$ cat config.mk
export PLATFORM = sky130hd
export DESIGN_NAME = parity_frame_receiver
export DESIGN_NICKNAME = d
export VERILOG_FILES = /design/src/rtl/parity_frame_receiver.sv
export SDC_FILE = /design/constraint.sdc
export NUM_CORES = 1
export LEC_CHECK = 0
export ABC_CLOCK_PERIOD_IN_PS = 5000
export BUFFER_PORTS_ARGS = -buffer_cell sky130_fd_sc_hd__buf_2
export CELL_PAD_IN_SITES_DETAIL_PLACEMENT = 0
export CELL_PAD_IN_SITES_GLOBAL_PLACEMENT = 1
export CORE_MARGIN = 2
export CORE_UTILIZATION = 45
export CTS_CLUSTER_SIZE = 30
export DETAILED_ROUTE_END_ITERATION = 8
export PLACE_DENSITY = 0.9
export REMOVE_ABC_BUFFERS = 1
export SYNTH_ARGS = -nofsm -noshare
export SYNTH_HDL_FRONTEND = slang
export SYNTH_SLANG_ARGS = --single-unit
$ cat constraint.sdc
create_clock -name clk -period 5 [get_ports clk]
set_clock_uncertainty 0.2 [all_clocks]
set_input_delay 0.5 -clock clk [delete_from_list [all_inputs] [get_ports clk]]
set_output_delay 0.5 -clock clk [all_outputs]
set_load 0.05 [all_outputs]
$ cat src/rtl/parity_frame_receiver.sv
// rtl/parity_frame_receiver.sv - framed 9-bit serial receiver with parity/stop checking
// Optional error counter compiled in when PARITY_ERR_CNT_EN is defined.
module parity_frame_receiver #(
    parameter int DATA_W = 9,
    parameter int CNT_W  = 8
) (
    input  logic              clk,
    input  logic              rst_n,
    input  logic              sin,
    input  logic              sin_valid,
    input  logic              odd_sel,
    output logic [DATA_W-1:0] data_out,
    output logic              data_valid,
    input  logic              data_ready,
    output logic              parity_err,
    output logic              frame_err,
    output logic              overrun,
    input  logic              err_clr,
    output logic [CNT_W-1:0]  err_count
);

    localparam int IDX_W = (DATA_W > 1) ? $clog2(DATA_W) : 1;

    typedef enum logic [1:0] {
        IDLE   = 2'd0,
        DATA   = 2'd1,
        PARITY = 2'd2,
        STOP   = 2'd3
    } state_t;

    state_t            state;
    logic [IDX_W-1:0]  idx;
    logic [DATA_W-1:0] data_sh;
    logic              perr_q;

    always_ff @(posedge clk or negedge rst_n) begin
        if (!rst_n) begin
            state      <= IDLE;
            idx        <= '0;
            data_sh    <= '0;
            perr_q     <= 1'b0;
            data_out   <= '0;
            data_valid <= 1'b0;
            parity_err <= 1'b0;
            frame_err  <= 1'b0;
            overrun    <= 1'b0;
        end else begin
            overrun <= 1'b0;
            if (data_valid && data_ready)
                data_valid <= 1'b0;
            if (sin_valid) begin
                case (state)
                    IDLE: begin
                        if (!sin) begin
                            state <= DATA;
                            idx   <= '0;
                        end
                    end
                    DATA: begin
                        data_sh[idx] <= sin;
                        if (idx == IDX_W'(DATA_W - 1))
                            state <= PARITY;
                        else
                            idx <= idx + 1'b1;
                    end
                    PARITY: begin
                        perr_q <= (^{data_sh, sin}) ^ odd_sel;
                        state  <= STOP;
                    end
                    STOP: begin
                        state <= IDLE;
                        // A word consumed on this same edge frees the slot for the new one.
                        if (!data_valid || data_ready) begin
                            data_out   <= data_sh;
                            parity_err <= perr_q;
                            frame_err  <= ~sin;
                            data_valid <= 1'b1;
                        end else begin
                            overrun <= 1'b1;
                        end
                    end
                    default: state <= IDLE;
                endcase
            end
        end
    end

`ifdef PARITY_ERR_CNT_EN
    logic             frame_done;
    logic             frame_bad;
    logic [CNT_W-1:0] cnt;

    assign frame_done = sin_valid && (state == STOP);
    assign frame_bad  = perr_q | ~sin;

    // Dropped frames still count; clear has priority over an increment.
    always_ff @(posedge clk or negedge rst_n) begin
        if (!rst_n)
            cnt <= '0;
        else if (err_clr)
            cnt <= '0;
        else if (frame_done && frame_bad && (cnt != {CNT_W{1'b1}}))
            cnt <= cnt + 1'b1;
    end

    assign err_count = cnt;
`else
    logic unused_err_clr;
    assign unused_err_clr = err_clr;
    assign err_count      = '0;
`endif

endmodule

* Word level (Yosys, flattened, before mapping)
Cells that the tools add are included.
W data, S select, Z words.
** Storage, ports and cells
- Bits in registers :: 29
- Latch bits :: 0
- Bits in writable memories :: 0
- ROM bits :: 0
- Bits of input ports :: 7
- Output and inout port bits :: 21
- Word-level logic and storage cells :: 49
- Memories :: 0
** Cells by class
- Add/subtract/negate cells :: 1
- $mul :: 0
- Divide/modulo/power cells :: 0
- $lt $le $gt $ge :: 2
- Equality and inequality tests :: 7
- Shift operators :: 0
- Mux-type cells :: 16
- Bitwise gates (word level) :: 2
- Reductions and logical operators :: 12
** Operator list (count)
- $reduce_xor A10 Y1 :: 1
- $bwmux W9 :: 1
- $mux W1 :: 8
- $mux W4 :: 2
- $pmux W2 S4 :: 1
- $pmux W4 S2 :: 1
- $ne A2 B2 Y1 const B :: 3
- $reduce_and A3 Y1 :: 2
- $lt A4 B5 Y1 const B :: 1
- $add A4 B1 Y4 const B :: 1
- $demux W1 S4 :: 1
- $eq A2 B2 Y1 const B :: 2
- $eq A4 B4 Y1 const B :: 1
- $ge A4 B1 Y1 const B :: 1
- $mux W2 :: 2
- $reduce_and A2 Y1 :: 2
- $reduce_and A4 Y1 :: 1
- $eq A2 B1 Y1 const B :: 1
- $logic_and A1 B1 Y1 :: 2
- $logic_not A2 Y1 :: 1
- $reduce_bool A2 Y1 :: 1
- $logic_not A1 Y1 :: 1
- $logic_or A1 B1 Y1 :: 1
- $not A1 Y1 :: 1
- $xor A1 B1 Y1 :: 1

* Depth between registers and ports, before layout
Gate-level depths: netlist (run 1).
- Depth in word-level cells :: 5
- Depth in mapped cells :: 6
- Depth with buffers taken out :: 6

* Least setup slack after synthesis (run 1)
No wires, ideal clock.
- Path type :: register to register
- From :: register state[1]
- To :: register data_sh[4]
- Setup time :: 125 ps
- Arrival :: 1408 ps
- Required time :: 4675 ps
- Setup slack :: 3267 ps
- Stages on the path, launching flop included :: 7
- Buffers on the path :: 0
- Clock period less this slack :: 1733 ps
- Path through :: dfrtp_1 > inv_1 > ha_1 > nand2_1 > nor3b_2 > nand2_1 > mux2_2
** On the way
- Longest elaborated chain between the ends :: 2
** Ends and longest elaborated chain
- from (decl) :: line 31 : state_t state;
- from (signal assigned) :: line 38 : state <= IDLE;
- from (signal assigned) :: line 55 : state <= DATA;
- from (signal assigned) :: line 62 : state <= PARITY;
- $eq A2 B1 Y1 :: line 52 : case (state)
- $reduce_and A2 Y1 (no source line)
- to (signal, indexed assignment) :: line 60 : data_sh[idx] <= sin;
- to (decl) :: line 33 : logic [DATA_W-1:0] data_sh;
Every way passes these cells.
A chain may end at the register's enable or synchronous reset.

* Worst setup path in the final report (run 1)
Same ends and word-level chain as after synthesis.

==> run metrics, run 1 <==
post-detailed-placement half-perimeter wirelength ~1800 um; r2r setup slk approximately 3000 ps; crit path time final 1970 ps; category of the critical setup timing path register to register; clock network fraction of total power between 15 and 20%; static leakage power just under 0.0009 uW; initial standard-cell utilization of the core between 40% and 50%; combinational share of power between 40 and 50%; via density per instance approximately 4.7; timing-limited maximum frequency approximately 500 MHz; CTS root buf clkbuf_4; Fin Setup TNS 0 ps; Power Density ~630 nW/um2; Maximum Capacitance Violations 0; startpoint type of the worst setup path register; post-synth cell types 25; Resized Gates After CTS 0; Tot GR Track Use between 10% and 20%; Setup crit end kind register; critical path fanouts, max 8; cell area after synthesis roughly 1500 um2; Final Wtd Congestion roughly 0.80; Top Ports 28; first-pass GRT wire length a little over 4000 um; result of the run finished clean; Worst Hold Launch data_out[2]; insertion delay of the later-clocked pin in the worst-skew pair 320 ps; maximum clock path buffer count 2; final-stage net count around 190; GRT overflow 0; Vert. Die Dim ~60 um; number of antenna violations at the first check in global routing 0; max_slew headroom between 50% and 60%; fraction of the yosys area taken by sequential cells between 40% and 50%; area used by sequential logic in the layout roughly 730 um2; Hold Crit Endpoint data_out[2]; hold violation count in the final report 0; average detailed-routed wire length per instance roughly 12 um; critical path data required time about 5000 ps; sinks on the clock net 29; RSZ-0062 raised after global routing no; power spent charging and discharging nets 444 uW; synthesized area per cell 9.98 um2; DIE AREA between 3000 and 4000 um2; number of cells traversed by the worst hold path 2; layout cell share with drive strength beyond 1 between 20% and 30%; portion of the clock cycle consumed by the worst path in the final layout between 30 and 40%; switching fraction of total power between 40% and 50%; share of power burned in registers a little under two fifths; Rows 20; number of search-and-repair iterations in the first detailed-routing pass 4; largest net degree at the start of global routing 30; setup-violating endpoint count in the final report 0; peak ir drop on the vdd network about 0.31 mV; number of cells produced by synthesis about 150; clock slew seen by the registers of the worst setup and hold paths about 90 ps; Tightest Hold Check Type register to register; number of synthesized register bits 29; vias in the first global route approximately 950; slew of the pin with the lowest slew margin around 660 ps; vias post-DR 1016; number of antenna cells inserted 0; number of clock buffers inserted by TritonCTS 5; reg-to-reg startpoint state[1]; area added between synthesis and finish 12.2%; detailed-route wire length between 2000 and 2500 um; Crit Reg-Reg Endpoint data_sh[4]; endpoint arrival time on the critical path between 1500 and 2000 ps; DIE WIDTH between 60 and 70 um; core area just over 3000 um2; H-tree depth 2; count of input and output buffers 18; DR iter-0 viols 32; area of the multi-input gates roughly 700 um2; final design utilization 53.8%; final-report max-slew violation count 0; CTS tree yes; number of cells on the worst reg-to-reg path 6; number of nets still failing antenna checks after routing 0; DR DRC count 0; FILL cells 299; number of warnings reported in the yosys synthesis log 0; internal power summed over all cells approximately 600 uW
routing by layer:
layer	track usage, %	wire, um
met2	25.4	1230
met3	5.67	121
met5	0	0
met4	5.59	39
met1	18.4	1090
power groups by stage:
stage | combinational (uW) | clock, uW | sequential [uW]
after floorplan | 277 | 0 | 510
final | 493 | 159 | 387
after detailed placement | 497 | 0 | 394
after CTS | 500 | 166 | 389
after global placement | 485 | 0 | 387
after global routing | 540 | 177 | 401
timing repair:
item | in CTS | in global routing
setup endpoints to repair | 0 | 0
setup buffers | 0 | 0
hold buffers | 1 | 0
hold endpoints to repair | 9 | 0
worst max-delay path: stages, from the launching register on:
cell,delay (ps)
dfrtp_1,410
inv_1,100
ha_1,300
nand2_1,160
nor3b_2,280
nand2_1,110
mux2_2,280
layout by cell type (no fill, tap or decap), types with 3 or more instances in the layout:
cell,count
clkbuf_4,5
a22o_1,3
nand2_1,48
inv_1,5
mux2_2,9
xnor2_1,6
o21ai_0,8
nand3_1,4
conb_1,8
ha_1,8
dfrtp_1,29
buf_2,18
cell type report:
type / instances / area share [%]
clock buffers: 7 / 3.93
clock inverters: 1 / 0.302
inverters: 5 / 1.13
multi-input cells: 110 / 41.5
flip-flops and latches: 29 / 43.8
well taps: 44 / 3.32
repair buffers: 19 / 6.04
stage by stage:
stage / worst slack, ps / power [uW] / hold WS [ps] / instance area (um2) / instances
2_1_floorplan: 3270 / 787 / 4.41 / 1430 / 144
3_3_place_gp: 3130 / 872 / 254 / 1580 / 206
3_5_place_dp: 3040 / 890 / 257 / 1580 / 206
4_1_cts: 3010 / 1060 / 261 / 1660 / 215
5_1_grt: 2880 / 1120 / 300 / 1660 / 215
6_report: 3030 / 1040 / 272 / 1660 / 215
cell usage after synthesis, drive strengths merged:
library cell,n,share of area (%)
o21ai,9,3.1
nor2,2,0.51
clkbuf,3,0.76
nor3b,1,0.85
nor3,1,0.68
and3,1,0.42
xor2,2,1.2
dfrtp,29,49
buf,8,4.1
nor2b,1,0.42
a21boi,2,1.3
mux2,9,6.9
conb,1,0.25
xnor3,1,1.5
xnor2,6,3.6
ha,8,6.8
nand3b,2,1.0
o311ai,1,0.59
nand3,4,1.4
inv,5,1.3
nand2,48,12
nand2b,1,0.42
a22o,3,1.8
cell families (layout without fill, tap and decap cells):
logic type / Yosys count / in the layout / share of synthesized area [%]
adder cells (fa/ha/maj): 8 / 8 / 6.78
other: 1 / 8 / 0.254
flip-flops: 29 / 29 / 49.2
buffers and inverters: 16 / 32 / 6.10
multiplexers: 9 / 9 / 6.86
AND/OR/NAND/NOR: 61 / 61 / 17.9
XOR/XNOR: 9 / 9 / 6.27
AO/OA/AOI/OAI: 15 / 15 / 6.70
sequential cells by signal, indices dropped and copies added (netlist names):
register,flops
data_out,9
data_sh,9
data_valid,1
frame_err,1
idx,4
overrun,1
parity_err,1
perr_q,1
state,2
how the worst max path moves through the flow:
stage	start	to	slack [ps]	cells past startpoint
after floorplan	state[1]	data_sh[4]	3270	6
after global placement	state[1]	data_sh[5]	3130	6
after detailed placement	state[1]	data_sh[4]	3040	6
after CTS	state[1]	data_sh[4]	3010	6
after global routing	state[1]	data_sh[4]	2880	6
final	state[1]	data_sh[4]	3030	6
No activity file was read; power rests on OpenSTA's default activity.
==> run 2, diff against run 1 <==
--- a/config.mk
+++ b/config.mk
@@ -5,15 +5,15 @@
 export SDC_FILE = /design/constraint.sdc
 export NUM_CORES = 1
 export LEC_CHECK = 0
-export ABC_CLOCK_PERIOD_IN_PS = 5000
+export ABC_CLOCK_PERIOD_IN_PS = 1720
 export BUFFER_PORTS_ARGS = -buffer_cell sky130_fd_sc_hd__buf_2
 export CELL_PAD_IN_SITES_DETAIL_PLACEMENT = 0
 export CELL_PAD_IN_SITES_GLOBAL_PLACEMENT = 1
 export CORE_MARGIN = 2
-export CORE_UTILIZATION = 45
+export CORE_UTILIZATION = 37
 export CTS_CLUSTER_SIZE = 30
 export DETAILED_ROUTE_END_ITERATION = 8
-export PLACE_DENSITY = 0.9
+export PLACE_DENSITY = 0.8
 export REMOVE_ABC_BUFFERS = 1
 export SYNTH_ARGS = -nofsm -noshare
 export SYNTH_HDL_FRONTEND = slang
==> constraint.sdc (replaced) <==
create_clock -name clk -period 1.72 [get_ports clk]
set_clock_uncertainty 0.2 [all_clocks]
set_input_delay 0.172 -clock clk [delete_from_list [all_inputs] [get_ports clk]]
set_output_delay 0.172 -clock clk [all_outputs]
set_load 0.05 [all_outputs]
==> run 2 against run 1 <==
  * Via count increased by 2.9%
  * Hold slack got worse by 230 ps
  * Fmax increased by 18%
  * Utilization decreased by 6.6 points
  * Power increased to 3.1 times the previous value
  * Largest power group unchanged
==> run metrics, run 2 (synthesized netlist as in run 1, its figures left out) <==
endpoint arrival time on the critical path 1660 ps (-310 ps); via density per instance 4.60 (-2.6%); GR met1 Demand/Resource 17.2% (-1.2 points); cells along the critical path inv_1 > ha_1 > a21boi_2 > a21boi_1 > o21ai_0 > o21ai_0; Critical-path top delay cell dfrtp_1; DR DRC count 0 (unchanged); CTS tree yes; Fin Setup TNS 0 ps (unchanged); max_slew headroom 57.4% (+1.3 points); most used routing layer met2; share of power burned in registers 34.7% (-2.6 points); portion of the clock cycle consumed by the worst path in the final layout 97.0% (+58 points); r2r setup slk 50 ps (-2980 ps); met2 global-route usage 21.3% (-4.1 points); most common library cell in the layout ignoring fill and taps nand2_1; crit path time final 1670 ps (-299 ps); first-pass GRT wire length 4550 um (+10%); number of clock buffers inserted by TritonCTS 5 (unchanged); Critical path buffers and inverters 1 (unchanged); peak ir drop on the vdd network 0.640 mV (+100%); Power Density 1840 nW/um2 (+190%); Vert. Die Dim 67.2 um (+9.6%); number of nets still failing antenna checks after routing 0 (unchanged); number of search-and-repair iterations in the first detailed-routing pass 4 (unchanged); critical path fanouts, max 4 (-4); final-report max-slew violation count 0 (unchanged); DR iter-0 viols 51 (+59%); startpoint type of the worst setup path register; category of the critical setup timing path register to register; CTS root buf clkbuf_8; internal power summed over all cells 1870 uW (+210%); setup-violating endpoint count in the final report 0 (unchanged); timing-limited maximum frequency 599 MHz (+18%); clock slew seen by the registers of the worst setup and hold paths 60 ps (-30 ps); hold_ws 42.3 ps (-230 ps); slew of the pin with the lowest slew margin 640 ps (-18.4 ps); core area 3740 um2 (+22%); number of antenna cells inserted 0 (unchanged); clock network fraction of total power 16.5% (+1.2 points); H-tree depth 2 (unchanged); DIE WIDTH 67.2 um (+9.6%); sinks on the clock net 29 (unchanged); final total power 3250 uW (+210%); routing usage on met3 6.50% (+0.83 points); insertion delay of the later-clocked pin in the worst-skew pair 280 ps (-40 ps); average detailed-routed wire length per instance 11.8 um (+2.4%); combinational share of power 48.8% (+1.3 points); vias post-DR 1045 (+2.9%); number of instances in the placed design 217 (+5.3%); GRT overflow 0 (unchanged); detailed-route wire length 2680 um (+8.1%); final standard cell count with taps included and fillers excluded 227 (+5.6%); highest-count cells in the layout ignoring fill and taps nand2_1, dfrtp_1, buf_2; Tightest Hold Check Type input port to register; DIE AREA 4510 um2 (+20%); critical path data required time 1710 ps (-3290 ps); vias in the first global route 1015 (+7.1%); registers with the most flip-flops data_out (9), data_sh (9), idx (4); static leakage power 0.000915 uW (+5.5%); post-detailed-placement half-perimeter wirelength 1960 um (+6.1%); Rows 22 (+10%); final design utilization 47.3% (-6.6 points); initial standard-cell utilization of the core 39.4% (-8.5 points); library cell appearing most often on the critical path o21ai_0; layout cell share with drive strength beyond 1 27.9% (+5.7 points); count of input and output buffers 18 (unchanged); power spent charging and discharging nets 1380 uW (+210%); gate family responsible for the most delay along the worst path compound AO/OA/AOI/OAI gates; Final Wtd Congestion 0.783 (-2.6%); biggest cell delay along the critical path 380 ps (-30 ps); Top Ports 28 (unchanged); result of the run finished clean; final-stage net count 193 (+4.3%); Maximum Capacitance Violations 0 (unchanged); RSZ-0062 raised after global routing yes; switching fraction of total power 42.5% (-0.17 points); Tot GR Track Use 14.0% (-1.4 points); maximum clock path buffer count 2 (unchanged); largest net degree at the start of global routing 30 (unchanged); Setup crit end kind register; number of antenna violations at the first check in global routing 0 (unchanged); area added between synthesis and finish 19.8%; hold violation count in the final report 0 (unchanged)
-- run 2: power groups by stage --
| stage | registers, uW | clock network, uW | logic, uW |
|---|---|---|---|
| final | 1130 | 535 | 1590 |
| after global routing | 1160 | 587 | 1730 |
| after CTS | 1120 | 556 | 1580 |
| after detailed placement | 1130 | 0 | 1560 |
| after global placement | 1110 | 0 | 1500 |
| after floorplan | 1480 | 0 | 805 |
-- run 2: worst register-to-register path, cell delays in order (launching register included) --
cell      delay [ps]
dfrtp_1          380
inv_1             90
ha_1             240
a21boi_2         180
a21boi_1         290
o21ai_0          130
o21ai_0          100
-- run 2: worst paths after layout --
kind | from | cells past startpoint | end
min in group asynchronous | rst_n | 2 | parity_err
hold reg to reg | data_out[2] | 2 | data_out[2]
hold / removal | sin_valid | 3 | perr_q
max in group asynchronous | rst_n | 2 | state[0]
setup reg to reg | state[0] | 6 | state[0]
setup / recovery | state[0] | 6 | state[0]
-- run 2: repair_timing --
item / 4_1_cts / 5_1_grt
endpoints found under the setup margin: 6 / 25
endpoints found under the hold margin: 30 / 0
pin swaps: 1 / 1
gates resized for setup: 5 / 6
gates cloned: 0 / 0
hold buffers: 2 / 0
buffers inserted: 0 / 0
-- run 2: per-stage QoR --
step | cell area (um2) | setup slack [ps]
3_5_place_dp | 1630 | -12.6
6_report | 1770 | 50.8
4_1_cts | 1740 | 3.83
2_1_floorplan | 1430 | -13.2
3_3_place_gp | 1630 | 45.0
5_1_grt | 1770 | -53.1
-- run 2: layout make-up --
| class | count | area (um2) |
|---|---|---|
| Inverter | 5 | 18.8 |
| Multi-Input combinational cell | 110 | 719 |
| Clock inverter | 2 | 10.0 |
| Tap cell | 48 | 60.1 |
| Clock buffer | 6 | 72.6 |
| Fill cell | 391 | 1970 |
| Timing Repair Buffer | 27 | 163 |
| Sequential cell | 29 | 726 |
-- run 2: metal layers --
layer | vias to the layer above | share of wire, %
met2 | 25 | 49
li1 | 525 | -
met4 | 0 | 0.45
met5 | - | 0
met3 | 2 | 5.4
met1 | 493 | 45
